<file path="src/rtl/vend_pkg.sv">
// ----------------------------------------------------------------------------
// vend_pkg
// Shared definitions for the vending machine control slice: payout FSM state
// encoding, the default credit width, and the change computation used by both
// the change dispenser and the credit FSM.
// ----------------------------------------------------------------------------
package vend_pkg;

    // Default width of credit, price and change values.
    localparam int CREDIT_W = 3;

    // Working width of calc_change; callers zero-extend into it and truncate
    // the result back to their own CREDIT_W.
    localparam int CALC_W = 16;

    typedef enum logic [2:0] {
        IDLE,
        PULSE,
        WAIT_ACK,
        GAP,
        DONE,
        FAULT
    } state_t;

    // Insufficient credit refunds everything; otherwise pay back the surplus.
    // The result never exceeds credit, so it cannot wrap.
    function automatic logic [CALC_W-1:0] calc_change(
        input logic [CALC_W-1:0] credit,
        input logic [CALC_W-1:0] price
    );
        return (credit >= price) ? (credit - price) : credit;
    endfunction

endpackage

</file>
<file path="src/rtl/vend_change_dispenser_if.sv">
// ----------------------------------------------------------------------------
// vend_change_dispenser_if
// Request and hopper signals of the change dispenser.
//   master : requester/hopper side (drives start, credit, price, clear,
//            coin_ack; observes coin_out, busy, done, fault, change_left)
//   slave  : the dispenser itself
// ----------------------------------------------------------------------------
interface vend_change_dispenser_if #(
    parameter int CREDIT_W = vend_pkg::CREDIT_W
);
    logic                start;
    logic [CREDIT_W-1:0] credit;
    logic [CREDIT_W-1:0] price;
    logic                clear;
    logic                coin_ack;
    logic                coin_out;
    logic                busy;
    logic                done;
    logic                fault;
    logic [CREDIT_W-1:0] change_left;

    modport master (
        output start, credit, price, clear, coin_ack,
        input  coin_out, busy, done, fault, change_left
    );

    modport slave (
        input  start, credit, price, clear, coin_ack,
        output coin_out, busy, done, fault, change_left
    );
endinterface

</file>
<file path="src/rtl/vend_timer.sv">
// ----------------------------------------------------------------------------
// vend_timer
// Loadable down-counter shared by the PULSE, WAIT_ACK and GAP phases.
// A load of N makes `expired` rise on the N-th cycle after the load edge, so
// a state that loads N on entry and leaves on `expired` lasts N cycles.
//   clk, reset : clock, asynchronous active-high reset
//   load       : load `load_val` on this edge (wins over counting)
//   load_val   : cycle count to run
//   expired    : high during the last counted cycle
// ----------------------------------------------------------------------------
module vend_timer #(
    parameter int W = 4
) (
    input  logic         clk,
    input  logic         reset,
    input  logic         load,
    input  logic [W-1:0] load_val,
    output logic         expired
);

    logic [W-1:0] count;

    // NOTE: sequential state is written with <= only, so every flop samples
    // the pre-edge value of its neighbours regardless of process order.
    always_ff @(posedge clk or posedge reset) begin
        if (reset) begin
            count <= '0;
        end else if (load) begin
            count <= load_val;
        end else if (count != '0) begin
            count <= count - W'(1);
        end
    end

    assign expired = (count == W'(1));

endmodule

</file>
<file path="src/rtl/vend_change_dispenser.sv">
// ----------------------------------------------------------------------------
// vend_change_dispenser
// Pays out change as a paced train of coin_out pulses, one per coin, each
// confirmed by the hopper's coin_ack. Faults if a coin is never confirmed.
//   clk, reset  : prescaled clock, asynchronous active-high reset
//   bus.start   : one-cycle payout request (IDLE only), samples credit/price
//   bus.clear   : leaves FAULT
//   bus.coin_ack: hopper drop sensor
//   bus.coin_out: coin-release strobe, PULSE_CYCLES long per coin
//   bus.busy / bus.done / bus.fault : status, decoded from registered state
//   bus.change_left : coins still owed (held in FAULT)
// ----------------------------------------------------------------------------
module vend_change_dispenser
    import vend_pkg::*;
#(
    parameter int CREDIT_W     = vend_pkg::CREDIT_W,
    parameter int PULSE_CYCLES = 4,
    parameter int GAP_CYCLES   = 4,
    parameter int ACK_TIMEOUT  = 15
) (
    input  logic                    clk,
    input  logic                    reset,
    vend_change_dispenser_if.slave  bus
);

    localparam int TMR_MAX_PG = (PULSE_CYCLES > GAP_CYCLES) ? PULSE_CYCLES : GAP_CYCLES;
    localparam int TMR_MAX    = (ACK_TIMEOUT > TMR_MAX_PG) ? ACK_TIMEOUT : TMR_MAX_PG;
    localparam int TMR_W      = $clog2(TMR_MAX + 1);

    state_t              state;
    state_t              state_next;
    logic [CREDIT_W-1:0] change_left;
    logic [CREDIT_W-1:0] start_change;
    logic                ack_seen;
    logic                accept;
    logic                load_change;
    logic                clear_change;
    logic                tmr_load;
    logic [TMR_W-1:0]    tmr_val;
    logic                tmr_expired;

    assign start_change = CREDIT_W'(calc_change(CALC_W'(bus.credit), CALC_W'(bus.price)));

    vend_timer #(.W(TMR_W)) u_timer (
        .clk      (clk),
        .reset    (reset),
        .load     (tmr_load),
        .load_val (tmr_val),
        .expired  (tmr_expired)
    );

    // State register.
    always_ff @(posedge clk or posedge reset) begin
        if (reset) begin
            state <= IDLE;
        end else begin
            state <= state_next;
        end
    end

    // Next-state logic. Each timed state loads the shared timer on entry.
    always_comb begin
        // NOTE: every output of this block gets a default first, so no path
        // through the case leaves a signal unassigned and no latch is inferred.
        state_next   = state;
        tmr_load     = 1'b0;
        tmr_val      = '0;
        accept       = 1'b0;
        load_change  = 1'b0;
        clear_change = 1'b0;

        case (state)
            IDLE: begin
                if (bus.start) begin
                    load_change = 1'b1;
                    if (start_change == '0) begin
                        state_next = DONE;
                    end else begin
                        state_next = PULSE;
                        tmr_load   = 1'b1;
                        tmr_val    = TMR_W'(PULSE_CYCLES);
                    end
                end
            end
            PULSE: begin
                // An ack on the final pulse cycle counts as seen in PULSE.
                if (tmr_expired) begin
                    if (ack_seen || bus.coin_ack) begin
                        accept = 1'b1;
                    end else begin
                        state_next = WAIT_ACK;
                        tmr_load   = 1'b1;
                        tmr_val    = TMR_W'(ACK_TIMEOUT);
                    end
                end
            end
            WAIT_ACK: begin
                // Ack wins over a simultaneous timeout.
                if (bus.coin_ack) begin
                    accept = 1'b1;
                end else if (tmr_expired) begin
                    state_next = FAULT;
                end
            end
            GAP: begin
                if (tmr_expired) begin
                    state_next = PULSE;
                    tmr_load   = 1'b1;
                    tmr_val    = TMR_W'(PULSE_CYCLES);
                end
            end
            DONE: begin
                state_next = IDLE;
            end
            FAULT: begin
                if (bus.clear) begin
                    state_next   = IDLE;
                    clear_change = 1'b1;
                end
            end
            default: begin
                state_next = IDLE;
            end
        endcase

        if (accept) begin
            if (change_left == CREDIT_W'(1)) begin
                state_next = DONE;
            end else begin
                state_next = GAP;
                tmr_load   = 1'b1;
                tmr_val    = TMR_W'(GAP_CYCLES);
            end
        end
    end

    // Coin bookkeeping. ack_seen only lives within one PULSE visit, so a long
    // ack never counts for more than one coin.
    always_ff @(posedge clk or posedge reset) begin
        if (reset) begin
            change_left <= '0;
            ack_seen    <= 1'b0;
        end else begin
            if (load_change) begin
                change_left <= start_change;
            end else if (accept) begin
                change_left <= change_left - CREDIT_W'(1);
            end else if (clear_change) begin
                change_left <= '0;
            end

            if (accept || state != PULSE) begin
                ack_seen <= 1'b0;
            end else if (bus.coin_ack) begin
                ack_seen <= 1'b1;
            end
        end
    end

    // Outputs: pure decode of registered state and counters.
    always_comb begin
        bus.coin_out    = (state == PULSE);
        bus.busy        = (state != IDLE);
        bus.done        = (state == DONE);
        bus.fault       = (state == FAULT);
        bus.change_left = change_left;
    end

endmodule

</file>
<file path="src/flat_wrapper.sv">
// flat-port wrapper written by rule: the top's interface ports become plain ports
module vend_change_dispenser_flat import vend_pkg::*;
#(
    parameter int CREDIT_W     = vend_pkg::CREDIT_W,
    parameter int PULSE_CYCLES = 4,
    parameter int GAP_CYCLES   = 4,
    parameter int ACK_TIMEOUT  = 15
)
  (clk, reset, bus_start, bus_credit, bus_price, bus_clear, bus_coin_ack, bus_coin_out, bus_busy, bus_done, bus_fault, bus_change_left);
  vend_change_dispenser_if #(.CREDIT_W(CREDIT_W)) bus_i ();
  input  logic clk;
  input  logic reset;
  input wire logic [$bits(bus_i.start)-1:0] bus_start;
  input wire logic [$bits(bus_i.credit)-1:0] bus_credit;
  input wire logic [$bits(bus_i.price)-1:0] bus_price;
  input wire logic [$bits(bus_i.clear)-1:0] bus_clear;
  input wire logic [$bits(bus_i.coin_ack)-1:0] bus_coin_ack;
  output wire logic [$bits(bus_i.coin_out)-1:0] bus_coin_out;
  output wire logic [$bits(bus_i.busy)-1:0] bus_busy;
  output wire logic [$bits(bus_i.done)-1:0] bus_done;
  output wire logic [$bits(bus_i.fault)-1:0] bus_fault;
  output wire logic [$bits(bus_i.change_left)-1:0] bus_change_left;
  assign bus_i.start = bus_start;
  assign bus_i.credit = bus_credit;
  assign bus_i.price = bus_price;
  assign bus_i.clear = bus_clear;
  assign bus_i.coin_ack = bus_coin_ack;
  assign bus_coin_out = bus_i.coin_out;
  assign bus_busy = bus_i.busy;
  assign bus_done = bus_i.done;
  assign bus_fault = bus_i.fault;
  assign bus_change_left = bus_i.change_left;
  vend_change_dispenser #(.CREDIT_W(CREDIT_W), .PULSE_CYCLES(PULSE_CYCLES), .GAP_CYCLES(GAP_CYCLES), .ACK_TIMEOUT(ACK_TIMEOUT)) u_core (.clk(clk), .reset(reset), .bus(bus_i));
endmodule
</file>
<file path="config.mk">
export PLATFORM = sky130hd
export DESIGN_NAME = vend_change_dispenser_flat
export DESIGN_NICKNAME = d
export VERILOG_FILES = /design/src/rtl/vend_pkg.sv /design/src/rtl/vend_change_dispenser_if.sv /design/src/rtl/vend_timer.sv /design/src/rtl/vend_change_dispenser.sv /design/src/flat_wrapper.sv
export SDC_FILE = /design/constraint.sdc
export NUM_CORES = 1
export LEC_CHECK = 0
export ABC_CLOCK_PERIOD_IN_PS = 1900
export CAP_MARGIN = 30
export CORE_ASPECT_RATIO = 1.5
export CORE_MARGIN = 3
export CORE_UTILIZATION = 46
export CTS_CLUSTER_DIAMETER = 60
export DETAILED_ROUTE_END_ITERATION = 8
export HOLD_SLACK_MARGIN = 0.03
export PLACE_DENSITY = 0.78
export SLEW_MARGIN = 20
export SYNTH_ARGS = -nofsm -noshare
export SYNTH_HDL_FRONTEND = slang
export SYNTH_SLANG_ARGS = --single-unit
</file>
<file path="constraint.sdc">
create_clock -name clk -period 1.9 [get_ports clk]
set_input_delay 0.475 -clock clk [delete_from_list [all_inputs] [get_ports clk]]
set_output_delay 0.475 -clock clk [all_outputs]
set_load 0.01 [all_outputs]
</file>
# ---- Word-level counts from Yosys, hierarchy flattened
# Cells that the tools add are included.
dict set report op_classes {
  n_addsub 3
  n_lt_le_gt_ge 1
  eq_ne 15
  mux 43
  n_reduce_logical 10
}
# op count
set ops {}
lappend ops {{two-way mux 3 bit} 16}
lappend ops {{two-way mux 4 bit} 7}
lappend ops {{two-way mux 1 bit} 16}
lappend ops {{case mux 3 bit (5 select lines)} 1}
lappend ops {{!= test 3 x 1 -> 1 bit (second input constant)} 4}
lappend ops {{!= test 3 x 2 -> 1 bit (second input constant)} 4}
lappend ops {{case mux 4 bit (3 select lines)} 1}
lappend ops {{AND reduction 7 bit} 1}
lappend ops {{== test 3 x 1 -> 1 bit (second input constant)} 2}
lappend ops {{== test 3 x 2 -> 1 bit (second input constant)} 2}
lappend ops {{== test 3 bit (second input constant)} 2}
lappend ops {{zero test 3 bit} 2}
lappend ops {{nonzero test 3 bit} 2}
lappend ops {{== test 4 x 1 -> 1 bit (second input constant)} 1}
lappend ops {{nonzero test 2 bit} 2}
lappend ops {{nonzero test 4 bit} 1}
lappend ops {{subtractor 4 x 1 -> 4 bit (second input constant)} 1}
lappend ops {{>= comparator 3 bit} 1}
lappend ops {{case mux 1 bit (3 select lines)} 1}
lappend ops {{subtractor 3 x 1 -> 3 bit (second input constant)} 1}
lappend ops {{subtractor 3 bit} 1}
lappend ops {{logical OR 1 bit} 2}
lappend ops {{case mux 1 bit (2 select lines)} 1}
dict set report word_totals {
  register_bits 11
  inputBits 11
  out_inout_bits 7
  wordCells 76
}

# ---- Longest topological paths before layout
dict set report logic_depth {
  ltp_word 9
  depth_mapped 8
  ltp_nobuf 8
}

# ---- Cells and area by module
# Synthesis repeated with hierarchy kept, for this count alone.
dict set report hier_totals {
  hier_cells 114
  hier_area_um2 1016.0
}
# module n_inst cells_per_inst area_per_inst_um2 seq_area_each_um2
set modules_own_cells {}
lappend modules_own_cells {vend_change_dispenser 1 88 749.5 175.2}
lappend modules_own_cells {vend_timer 1 26 266.5 100.1}

# ---- Worst setup path before layout
# No wires, ideal clock.
dict set report synth_path {
  kind {input -> register}
  startpoint {input port bus_credit[0]}
  endpoint {register u_core.u_timer.count[2]}
  setup_time_ns 0.127
  t_arrival_ns 1.797
  t_required_ns 1.773
  path_slack_ns -0.024
  path_stages 8
  path_buffers 0
  path_cell_list {inv_1 -> ha_1 -> fa_1 -> xor2_1 -> nand3_1 -> mux2i_1 -> o211ai_1 -> nand3b_1}
}
dict set report synth_between {
  elab_chain_len 9
  word_cells_on_any_way 16
}
# element line
set synth_rtl {}
lappend synth_rtl {{start, declared} flat_wrapper.sv:14} ;# input wire logic [$bits(bus_i.credit)-1:0] bus_credit;
lappend synth_rtl {{subtractor 3 bit / >= comparator 3 bit (equally long branches)} vend_pkg.sv:31} ;# return (credit >= price) ? (credit - price) : credit;
lappend synth_rtl {{two-way mux 3 bit (*)} vend_pkg.sv:31}
lappend synth_rtl {{zero test 3 bit (*)} vend_change_dispenser.sv:76} ;# if (start_change == '0) begin
lappend synth_rtl {{two-way mux 3 bit / two-way mux 1 bit (equally long branches)} vend_change_dispenser.sv:76}
lappend synth_rtl {{two-way mux 4 bit / two-way mux 1 bit (equally long branches)} vend_change_dispenser.sv:74} ;# if (bus.start) begin
lappend synth_rtl {{case mux 4 bit (3 select lines) / case mux 1 bit (3 select lines) (equally long branches)} vend_change_dispenser.sv:72} ;# case (state)
lappend synth_rtl {{two-way mux 4 bit / two-way mux 1 bit (equally long branches)} vend_change_dispenser.sv:127} ;# if (change_left == CREDIT_W'(1)) begin
lappend synth_rtl {{two-way mux 4 bit / two-way mux 1 bit (equally long branches)} vend_change_dispenser.sv:126} ;# if (accept) begin
lappend synth_rtl {{two-way mux 4 bit / nonzero test 2 bit (equally long branches)} --}
lappend synth_rtl {{end signal, assigned} vend_timer.sv:29} ;# count <= load_val;
lappend synth_rtl {{end signal, assigned} vend_timer.sv:31} ;# count <= count - W'(1);
lappend synth_rtl {{end, declared} vend_timer.sv:21} ;# logic [W-1:0] count;
# Mark *: on every way between the ends. The rest lies on a longest branch, timed or not.
# A chain may end at the register's enable or synchronous reset.

# ---- Worst setup path after layout
dict set report layout_path {
  startpoint {register u_core.u_timer.count[1]}
  endpoint {register u_core.change_left[2], in the netlist u_core.bus.change_left[2]}
}
dict set report layout_between {
  elab_chain_len 5
  word_cells_on_any_way 6
}
# element line
set layout_rtl {}
lappend layout_rtl {{== test 4 x 1 -> 1 bit (*)} vend_timer.sv:35} ;# assign expired = (count == W'(1));
lappend layout_rtl {{two-way mux 1 bit (*)} vend_change_dispenser.sv:87} ;# if (tmr_expired) begin
lappend layout_rtl {{case mux 1 bit (2 select lines) (*)} vend_change_dispenser.sv:72}
lappend layout_rtl {{two-way mux 3 bit} vend_change_dispenser.sv:146} ;# end else if (accept) begin
lappend layout_rtl {{two-way mux 3 bit} vend_change_dispenser.sv:144} ;# if (load_change) begin
lappend layout_rtl {{end signal, assigned} vend_change_dispenser.sv:145} ;# change_left <= start_change;
lappend layout_rtl {{end signal, assigned} vend_change_dispenser.sv:147} ;# change_left <= change_left - CREDIT_W'(1);
lappend layout_rtl {{end, declared} vend_change_dispenser.sv:32} ;# logic [CREDIT_W-1:0] change_left;
# Marks and branches as above.

==> results.md <==
- Status: completed
- Gate count of the mapped netlist: 123
- Post-CTS Hold Fix Bufs: 0
- # Max-Cap Violations: 0
- List of most frequent post-synthesis cells: sky130_fd_sc_hd__nand2_1 (12), sky130_fd_sc_hd__nor2_1 (12), sky130_fd_sc_hd__dfrtp_1 (11), sky130_fd_sc_hd__inv_1 (11), sky130_fd_sc_hd__o21ai_0 (9)
- Source of the worst register-to-register timing path: u_core.u_timer.count[1]
- Number of iterations in the first detailed-routing pass: 4
- M2 GR Usage: 0.398
- Relative slew slack: 0.733
- Layer with the highest usage after global routing: met2
- Crit path max-delay cell type: sky130_fd_sc_hd__dfrtp_1
- Crit end category: flop
- Horizontal extent of the die: 43.8 um
- Max IR drop VDD: 1050 uV
- Share of the clock period used by the worst path after layout: 0.996
- CTS Root Buffer Type: sky130_fd_sc_hd__clkbuf_4
- Initial core utilization: 0.513
- Total detailed-routing wirelength: 2740 um
- Final-report hold violation count: 0
- Port buffer count: 17
- Max clock buf depth: 2
- Worst reg2reg setup slack: 0.007 ns
- Area growth, synth to finish: 47.7%
- Later-pin clock latency in the skew report: 0.27 ns
- Global routing usage on met1: 0.222
- Num Clock Sinks: 11
- Layout Skew: 0.00463 ns
- CTS H-tree lvls: 1
- Minimum setup slack in the final design: 0.00722 ns
- Ratio of cells with drive above 1 in the final layout: 0.345
- Via count: 1066
- Cell types with the largest area share after synthesis: sky130_fd_sc_hd__dfrtp_1 (28%), sky130_fd_sc_hd__ha_1 (10%), sky130_fd_sc_hd__o21ai_0 (4.6%), sky130_fd_sc_hd__nand2_1 (4.6%), sky130_fd_sc_hd__nor2_1 (4.6%)
- Final Non-Filler Cells: 186
- Slew at the pin closest to its max-slew limit: 0.401 ns
- Number of vias per cell: 5.73
- Remaining number of nets flagged by the antenna check after routing: 0
- Height of the chip: 62.7 um
- Nature of the critical path startpoint: flop
- Slowest stage delay, CP: 0.40 ns
- Syn_area_per_cell: 8.03 um2
- Standard cell area after detailed placement: 1320 um2
- Crit path required time: 2.12 ns
- Setup repair after global routing missed its margin: yes
- Netlist area before placement: 987 um2
- Critical path data arrival time: 2.11 ns
- Initial antenna violation count: 0
- HP Class: in -> async
- Share of flip-flops with an asynchronous set or reset after synthesis: 1.00
- Total CTS buffers: 3
- Area inside the core boundary: 1930 um2
- Met3 usage: 0.0288
- Count of pins on the block boundary: 18
- Initial DRC Count: 31
- NumNets Final: 186
- Vias in the first global route: 1082
- Power per cell area: 1450 nW/um2
- Number of DRC violations after detailed routing: 0
- DP Cell Count: 177
- Register bit count reported by yosys: 11
- Final worst path period need: 1.89 ns
- Routed wire per std cell: 14.7 um
- Aggregate global-route resource usage: 0.214
- Number of library cell types mapped by synthesis: 35
- Util after Layout: 0.757
- CTS tree: yes
- HPWL reported at the end of detailed placement: 2090 um
- Number of flops mapped to enable cells by yosys: 0
- Depth of the worst register-to-register path: 7
- Number of max-slew violations in the final report: 0
- GP Congestion: 0.936
- Worst setup slack before clock tree synthesis: -0.695 ns
- Sequential-to-total area share from yosys stat: 0.279
- Most common flop cell mapped by yosys: sky130_fd_sc_hd__dfrtp_1
- Grt total ovfl: 0
- Proportion of netlist area held by the largest area contributor: 0.279
- Diode count: 0
- Post-synth top area cell: sky130_fd_sc_hd__dfrtp_1
- Timing-limited maximum frequency: 528 MHz
- Final setup vio count: 0
- Leak Pwr: 0.670 nW
- Highest fanout seen on the critical path: 4
- Number of core rows: 19
- Critical-path cell list: inv_2, ha_4, or3b_4, o32a_4, or2_4, a21oi_2, a211o_1
- Number of warnings reported in the yosys synthesis log: 0
- Floorplan die area: 2750 um2
- Critical Setup Path Class: reg -> reg
- Synthesized Nets: 143
- Largest net degree at the start of global routing: 12
- Power consumption: 0.00211 W
- Area of all placed cells without fillers: 1460 um2
- Wire length of the first global-routing pass: 4530 um
- FF-to-FF End: u_core.bus.change_left[2]
- Clk slew on worst S/H paths: 0.07 ns
-- per-layer routing --
layer  part of all wire  vias up  routed length (um)
met1               0.38      502                1050
met5                  0        -                   0
met4              0.024        0                  67
li1                   -      515                   -
met3              0.049        7                 134
met2               0.54       42                1490
-- cells by family (layout without fill, tap and decap cells) --
family | after synthesis | count (layout) | share of synthesized area
simple gates | 54 | 54 | 0.290
compound gates | 30 | 30 | 0.209
buf+inv | 14 | 56 | 0.0532
flops | 11 | 11 | 0.279
fa+ha+maj | 9 | 9 | 0.122
xor+xnor | 3 | 3 | 0.0266
mux | 2 | 2 | 0.0203
-- per-stage QoR --
stage	hold slack (ns)	setup TNS, ns
after floorplan	0.327	0
final	0.479	0
after global routing	0.527	-0.378
after CTS	0.500	0
after global placement	0.498	-4.10
after detailed placement	0.510	-4.94
-- state kept, by name, summed over array words and instances, names as in the netlist --
signal	cells
u_core.bus.change_left	3
u_core.state	3
u_core.u_timer.count	4
u_core.ack_seen	1
-- report_power, final --
part | switching, W | leakage, nW | internal [W]
combinational | 0.000717 | 0.519 | 0.000742
clock | 0.0000786 | 0.0150 | 0.0000814
sequential | 0.000133 | 0.136 | 0.000355
-- area by class of cell --
type	instances	area, um2
multi-input combinational	98	753
fill	147	468
timing repair buffer	41	335
sequential	11	275
inverter	11	41.3
clock buffer	4	26.3
tap	21	26.3
-- worst max path at each step --
stage	start	endpoint	slack (ns)
4_1_cts	u_core.u_timer.count[1]	u_core.bus.change_left[1]	0.001
5_1_grt	u_core.u_timer.count[1]	u_core.bus.change_left[2]	-0.09
6_report	u_core.u_timer.count[1]	u_core.bus.change_left[2]	0.007
3_3_place_gp	bus_credit[0]	u_core.u_timer.count[2]	-0.57
3_5_place_dp	bus_credit[0]	u_core.u_timer.count[2]	-0.69
2_1_floorplan	bus_credit[0]	u_core.u_timer.count[2]	0.001
-- cells in the final DEF, fill, tap and decap left out, types with 3 or more instances in the layout --
master / instances
sky130_fd_sc_hd__inv_2: 4
sky130_fd_sc_hd__inv_1: 7
sky130_fd_sc_hd__o21ai_0: 6
sky130_fd_sc_hd__nor2_1: 10
sky130_fd_sc_hd__a21oi_1: 4
sky130_fd_sc_hd__ha_1: 4
sky130_fd_sc_hd__nand3b_1: 3
sky130_fd_sc_hd__dfrtp_1: 11
sky130_fd_sc_hd__clkbuf_4: 3
sky130_fd_sc_hd__a211o_1: 3
sky130_fd_sc_hd__buf_6: 3
sky130_fd_sc_hd__nand3_1: 4
sky130_fd_sc_hd__nand2b_1: 3
sky130_fd_sc_hd__a21oi_2: 3
sky130_fd_sc_hd__nor2b_1: 5
sky130_fd_sc_hd__buf_4: 22
sky130_fd_sc_hd__dlygate4sd2_1: 3
sky130_fd_sc_hd__ha_4: 4
sky130_fd_sc_hd__o21ai_1: 3
sky130_fd_sc_hd__clkdlybuf4s50_1: 7
sky130_fd_sc_hd__clkbuf_2: 4
sky130_fd_sc_hd__nand2_1: 12
-- what timing repair did --
item | in CTS | in global routing
endpoints found under the setup margin | 13 | 13
gates resized for setup | 30 | 17
setup buffers | 4 | 1
cloned | 0 | 0
pin swaps | 12 | 8
-- critical path: cells and delay by family, from the launching register on --
kind	cells	cell delay, ns
buf+inv	1	0.08
fa+ha+maj	1	0.12
compound gates	3	0.60
flops	1	0.40
simple gates	2	0.64
(Power assumes the default switching activity.)
